===== config.mk =====
export PLATFORM = sky130hd
export DESIGN_NAME = sha256_cand_gen
export DESIGN_NICKNAME = d
export VERILOG_FILES = /design/src/rtl/sha256_cand_gen.sv
export SDC_FILE = /design/constraint.sdc
export NUM_CORES = 1
export LEC_CHECK = 0
export BUFFER_PORTS_ARGS = -buffer_cell sky130_fd_sc_hd__buf_4
export CORE_AREA = 2 2 227 229
export CTS_CLUSTER_DIAMETER = 30
export DETAILED_ROUTE_END_ITERATION = 16
export DIE_AREA = 0 0 229 231
export PLACE_DENSITY_LB_ADDON = 0.25
export SLEW_MARGIN = 10
export SYNTH_ARGS = -nofsm -noshare
export SYNTH_HDL_FRONTEND = slang
export SYNTH_SLANG_ARGS = --single-unit
export TNS_END_PERCENT = 20

===== constraint.sdc =====
create_clock -name i_clk -period 12.7 [get_ports i_clk]
set_clock_uncertainty 0.1 [all_clocks]
set_input_delay 3.175 -clock i_clk [delete_from_list [all_inputs] [get_ports i_clk]]
set_output_delay 3.175 -clock i_clk [all_outputs]
set_load 0.05 [all_outputs]

===== src/rtl/sha256_cand_gen.sv =====
// sha256_cand_gen
//   Brute-force candidate generator feeding one sha256_core. Enumerates every
//   string over the first (charset_last+1) symbols of "a..z0..9" for lengths
//   len_min..len_max, in odometer order (rightmost symbol fastest). Each
//   candidate is presented as a fully padded single 512-bit SHA-256 block
//   over a valid/ready handshake, one candidate per cycle while ready is high.
//
//   Optional feature macro: SHA256_CAND_PART_EN
//     When defined, i_part_lo/i_part_hi restrict the leftmost symbol to
//     part_lo..part_hi so several instances can split the keyspace.
//
// Ports
//   i_clk, i_reset       clock, synchronous active-high reset
//   i_start, i_abort     begin run (sampled in IDLE) / stop run
//   i_len_min/max        length range, latched at start
//   i_charset_last       last symbol index used, latched at start
//   i_part_lo/hi         (macro only) leftmost symbol range, latched at start
//   o_blk_valid/i_blk_ready, o_block   candidate block handshake
//   o_cand_len, o_cand_index           current length / transfers so far
//   o_busy, o_done, o_error            run status
module sha256_cand_gen #(
    parameter int MAX_LEN = 8,
    parameter int IDX_W   = 32
) (
    input  logic             i_clk,
    input  logic             i_reset,
    input  logic             i_start,
    input  logic             i_abort,
    input  logic [5:0]       i_len_min,
    input  logic [5:0]       i_len_max,
    input  logic [5:0]       i_charset_last,
`ifdef SHA256_CAND_PART_EN
    input  logic [5:0]       i_part_lo,
    input  logic [5:0]       i_part_hi,
`endif
    output logic             o_blk_valid,
    input  logic             i_blk_ready,
    output logic [511:0]     o_block,
    output logic [5:0]       o_cand_len,
    output logic [IDX_W-1:0] o_cand_index,
    output logic             o_busy,
    output logic             o_done,
    output logic             o_error
);

    localparam logic [5:0] LEN_LIM = 6'(MAX_LEN);

    typedef enum logic [1:0] {S_IDLE, S_CHECK, S_EMIT, S_DONE} state_t;

    state_t                  r_state;
    logic [5:0]              r_lmin, r_lmax, r_cs;
    logic [MAX_LEN-1:0][5:0] r_d;           // r_d[0] is the leftmost byte

    logic [5:0]              w_lo0, w_hi0;  // range of the leftmost digit
    logic                    w_cfg_bad;
    logic [MAX_LEN-1:0][5:0] w_init, w_adv, w_nxt_d, w_sel_d;
    logic [5:0]              w_nxt_len, w_sel_len;
    logic                    w_carry, w_exh;
    logic [511:0]            w_blk;

`ifdef SHA256_CAND_PART_EN
    logic [5:0] r_plo, r_phi;
    assign w_lo0     = r_plo;
    assign w_hi0     = r_phi;
    assign w_cfg_bad = (r_lmin == 6'd0) || (r_lmin > r_lmax) || (r_lmax > LEN_LIM) ||
                       (r_cs > 6'd35) || (r_plo > r_phi) || (r_phi > r_cs);
`else
    assign w_lo0     = 6'd0;
    assign w_hi0     = r_cs;
    assign w_cfg_bad = (r_lmin == 6'd0) || (r_lmin > r_lmax) || (r_lmax > LEN_LIM) ||
                       (r_cs > 6'd35);
`endif

    // Symbol index -> ASCII: 0..25 = 'a'..'z', 26..35 = '0'..'9'
    function automatic logic [7:0] f_sym(input logic [5:0] idx);
        if (idx < 6'd26) return 8'h61 + {2'b00, idx};
        else             return 8'h30 + {2'b00, idx} - 8'd26;
    endfunction

    // Message bytes, 0x80 terminator, zero fill, 64-bit bit-length trailer
    function automatic logic [511:0] f_block(input logic [MAX_LEN-1:0][5:0] d,
                                             input logic [5:0] len);
        logic [511:0] b;
        b = '0;
        for (int i = 0; i < MAX_LEN; i++) begin
            if (6'(i) < len)       b[511-8*i -: 8] = f_sym(d[i]);
            else if (6'(i) == len) b[511-8*i -: 8] = 8'h80;
        end
        // full-length string: terminator lands just past the digit bytes
        if (len == LEN_LIM) b[511-8*MAX_LEN -: 8] = 8'h80;
        b[63:0] = {55'b0, len, 3'b000};
        return b;
    endfunction

    // Odometer step over the used digits; carry out means length exhausted
    always_comb begin
        w_adv   = r_d;
        w_carry = 1'b1;
        for (int i = MAX_LEN-1; i >= 0; i--) begin
            if ((6'(i) < o_cand_len) && w_carry) begin
                if (r_d[i] == ((i == 0) ? w_hi0 : r_cs)) begin
                    w_adv[i] = (i == 0) ? w_lo0 : 6'd0;
                end else begin
                    w_adv[i] = r_d[i] + 6'd1;
                    w_carry  = 1'b0;
                end
            end
        end
        w_exh = w_carry;

        w_init    = '0;
        w_init[0] = w_lo0;

        w_nxt_d   = w_exh ? w_init : w_adv;
        w_nxt_len = w_exh ? o_cand_len + 6'd1 : o_cand_len;

        // One block builder shared by the first candidate and every successor
        w_sel_d   = (r_state == S_CHECK) ? w_init : w_nxt_d;
        w_sel_len = (r_state == S_CHECK) ? r_lmin : w_nxt_len;
        w_blk     = f_block(w_sel_d, w_sel_len);
    end

    always_ff @(posedge i_clk) begin
        if (i_reset) begin
            r_state      <= S_IDLE;
            r_lmin       <= '0;
            r_lmax       <= '0;
            r_cs         <= '0;
            r_d          <= '0;
`ifdef SHA256_CAND_PART_EN
            r_plo        <= '0;
            r_phi        <= '0;
`endif
            o_blk_valid  <= 1'b0;
            o_block      <= '0;
            o_cand_len   <= '0;
            o_cand_index <= '0;
            o_busy       <= 1'b0;
            o_done       <= 1'b0;
            o_error      <= 1'b0;
        end else begin
            o_done <= 1'b0;
            case (r_state)
                S_IDLE: begin
                    if (i_start) begin
                        r_lmin  <= i_len_min;
                        r_lmax  <= i_len_max;
                        r_cs    <= i_charset_last;
`ifdef SHA256_CAND_PART_EN
                        r_plo   <= i_part_lo;
                        r_phi   <= i_part_hi;
`endif
                        o_busy  <= 1'b1;
                        o_error <= 1'b0;
                        r_state <= S_CHECK;
                    end
                end
                S_CHECK: begin
                    if (i_abort || w_cfg_bad) begin
                        o_error <= o_error | (w_cfg_bad & ~i_abort);
                        o_busy  <= 1'b0;
                        o_done  <= 1'b1;
                        r_state <= S_DONE;
                    end else begin
                        r_d          <= w_init;
                        o_cand_len   <= r_lmin;
                        o_cand_index <= '0;
                        o_block      <= w_blk;
                        o_blk_valid  <= 1'b1;
                        r_state      <= S_EMIT;
                    end
                end
                S_EMIT: begin
                    if (i_abort) begin
                        o_blk_valid <= 1'b0;
                        o_busy      <= 1'b0;
                        o_done      <= 1'b1;
                        r_state     <= S_DONE;
                    end else if (i_blk_ready) begin
                        o_cand_index <= o_cand_index + IDX_W'(1);
                        if (w_exh && (o_cand_len == r_lmax)) begin
                            o_blk_valid <= 1'b0;
                            o_busy      <= 1'b0;
                            o_done      <= 1'b1;
                            r_state     <= S_DONE;
                        end else begin
                            // next candidate replaces the accepted one, no bubble
                            r_d        <= w_nxt_d;
                            o_cand_len <= w_nxt_len;
                            o_block    <= w_blk;
                        end
                    end
                end
                S_DONE:  r_state <= S_IDLE;
                default: r_state <= S_IDLE;
            endcase
        end
    end

endmodule


==> run_results.csv <==
group,metric,value,unit
sta,worst_pin_slew,1.14,ns
sta,fin_setup_tns,0,ns
die,dieWidth,229,um
clocking,clk_pin_slew,0.07,ns
die,initial_utilization,30.0,%
pwr,power,3350,uW
min_path,hold_path_class,"flop to flop",
synthesis,synthArstFlopShare,0,%
setup_path,critPathLaunchType,"primary input",
sta,rsz0062_at_grt,"false",
placement,dp_hpwl,33000,um
final_layout,layout.nets,2133,
synthesis,ys_top_cells_by_area,"dfxtp_1, buf_4, nand2_1, nor2_1, xnor2_1",
setup_path,end_kind,"flop",
synthesis,syn-cell-area,15200,um2
drt,first_iter_violations,1064,
clocking,clk_latency,0.47,ns
run,max_cap_viol_count,0,
die,pin_count,577,
drt,wirelength,44800,um
grt,overflow,0,
synthesis,seq_area_frac_synth,23.8,%
clocking,post_cts_buffers,0,
drt,vias_per_cell,4.69,
final_layout,multi_input_area,9390,um2
synthesis,synth_edf_count,0,
clocking,cts_resized,0,
pwr,p_sw_share,56.8,%
pwr,combPwrFrac,59.5,%
sta,finalCriticalPeriod,5.56,ns
grt,grt_util_all_layers,16.0,%
drt,antenna_left,0,
die,rows,83,
clocking,clockRootBuffer,"clkbuf_16",
sta,max-slew-margin-rel,23.6,%
pwr,p_int,1450,uW
drt,vias,12979,
final_layout,fillers,5502,
setup_path,critPathKind,"primary input to flop",
sta,fmax,0.180,GHz
final_layout,post-route-util,31.3,%
sta,finalHoldViolations,0,
setup_path,path_common_cell,"buf_4",
grt,grt_max_degree,63,
grt,grt_pass1_wl,66500,um
pwr,peakVddDrop,146,uV
drt,wire_per_inst,16.2,um
setup_path,cp.arrival,5.84,ns
min_path,min-delay-start,"o_block[456]",
clocking,cts_buffers,17,
sta,finalCritPeriodShare,43.8,%
clocking,cts_tree,"yes",
die,die_h,231,um
synthesis,yosysWarnings,0,
drt,drc,0,
placement,routabilityCongestion,0.880,
synthesis,yosysMostFrequentCell,"buf_4",
setup_path,crit_required,12.98,ns
synthesis,synth_seq_cells,181,
final_layout,drive_above_1_share,11.3,%
clocking,holdBufCountCts,0,
pwr,power.share.clock,18.5,%
setup_path,max_stage_delay,0.57,ns
synthesis,synth_area_per_cell,7.64,um2
pwr,switchingPower,1900,uW
setup_path,r2r_start,"r_cs[1]",
die,dieArea,52900,um2
setup_path,cpMaxStageDelayCell,"nor2_1",
setup_path,startpoint,"i_abort",
setup_path,worstPathMaxFanout,41,
grt,antenna_found_initial,0,
synthesis,netlist.top_cell.by_area,"dfxtp_1",
clocking,htreeDepth,4,
synthesis,synthFlopType,"dfxtp_1",
setup_path,path_cells,"buf_4 -> o21ai_1 -> o211ai_1 -> buf_4 -> buf_4 -> nor2_1 -> o21ai_1 -> o21ai_0",
clocking,clock_path_buffers,2,
synthesis,synth.top_cell.area_share,23.8,%
synthesis,synth_cell_types,91,
final_layout,diodes,0,
clocking,cts.sinks,181,
sta,drv_slew,0,
sta,finalSetupViolCount,0,
synthesis,syn_inst,1991,
grt,grt_pass1_vias,11505,
drt,dr.pass1.iters,5,
die,core_area,50700,um2
final_layout,seq_area,3620,um2
placement,port_buffers,135,
pwr,seq_power_share,22.0,%
status,status,"finished, final reports clean",
pwr,power.density,211,nW/um2
final_layout,area_growth,4.44,%
synthesis,synthTopCellsByCount,"buf_4, nand2_1, dfxtp_1",
pwr,leakage,0.00674,uW
logic make-up (layout without fill, tap and decap cells):
logic type	count (synthesis)	in the layout	synth area share (%)
AOI/OAI and AO/OA	414	414	18.9
xor gates and xnor gates	118	118	6.80
adders and majority gates	37	37	3.04
buffers and inverters	585	240	25.6
DFF	181	181	23.8
muxes	26	26	1.76
other	1	441	0.0247
and+or+nand+nor	629	629	20.0
per-stage QoR:
| stage | instance area [um2] | cells | setup slack (ns) | hold WS, ns |
|---|---|---|---|---|
| 4_1_cts | 15900 | 2766 | 7.25 | 0.358 |
| 3_3_place_gp | 15200 | 2734 | 6.79 | 0.348 |
| 2_1_floorplan | 16900 | 2431 | 7.51 | 0.363 |
| 5_1_grt | 15900 | 2766 | 6.93 | 0.374 |
| 6_report | 15900 | 2766 | 7.14 | 0.354 |
| 3_5_place_dp | 15200 | 2734 | 6.77 | 0.348 |
power groups by stage:
stage | combinational (uW) | clock (uW) | sequential, uW
3_5_place_dp | 1970 | 0 | 751
4_1_cts | 1970 | 633 | 739
6_report | 1990 | 619 | 737
2_1_floorplan | 1340 | 0 | 902
5_1_grt | 2120 | 658 | 746
3_3_place_gp | 1950 | 0 | 752
flip-flops by register name, indices dropped and copies added (netlist names), 2 cells and up:
name and count:
o_cand_len 6, r_state 2, r_lmax 6, r_cs 6, o_block 71, r_lmin 6
o_cand_index 32, r_d 48
layout by cell type (no fill, tap or decap), types with 14 or more instances in the layout:
cell and count:
a21o_1 14, nor3_1 30, o31ai_1 17, nand2b_1 15, nand4_1 33, mux2i_1 20, nor2_1 160, and2_1 20
clkbuf_16 17, nand2_1 195, o21ai_0 67, inv_1 56, nor4_1 16, a21oi_1 93, dfxtp_1 181, or3_1 15
ha_1 37, buf_4 152, a22oi_1 41, a32o_1 14, xnor2_1 63, xor2_1 55, and3_1 15, a31oi_1 14
nand3_1 64, o21ai_1 16, conb_1 441, a22o_1 18, a211oi_1 16
worst paths after layout:
kind,endpoint,slack (ns),cells after the start
setup reg to reg,o_block[509],7.31,11
setup / recovery,o_block[455],7.14,8
hold / removal,o_block[456],0.35,2
hold reg to reg,o_block[456],0.35,2
worst max-delay path: cells and delay by family:
family                 cells  cell delay [ns]
AND/OR/NAND/NOR            1             0.57
AO/OA/AOI/OAI              4             1.25
buffers and inverters      3             0.78
metal layers:
metal	global-route usage (%)	vias to the layer above	share of wire, %
li1	-	6197	-
met1	21.5	6180	45
met2	25.6	539	46
met3	2.83	63	6.5
met4	5.88	0	2.4
met5	0	-	0
final cells by class:
| cell class | instances | area share, % |
|---|---|---|
| multi-input cells | 1665 | 59.1 |
| flip-flops and latches | 181 | 22.8 |
| repair buffers | 152 | 7.19 |
| well taps | 680 | 5.36 |
| clock buffers | 19 | 2.85 |
| clock inverters | 13 | 1.35 |
| inverters | 56 | 1.32 |
Note: power is estimated with default switching activity, not from simulation.
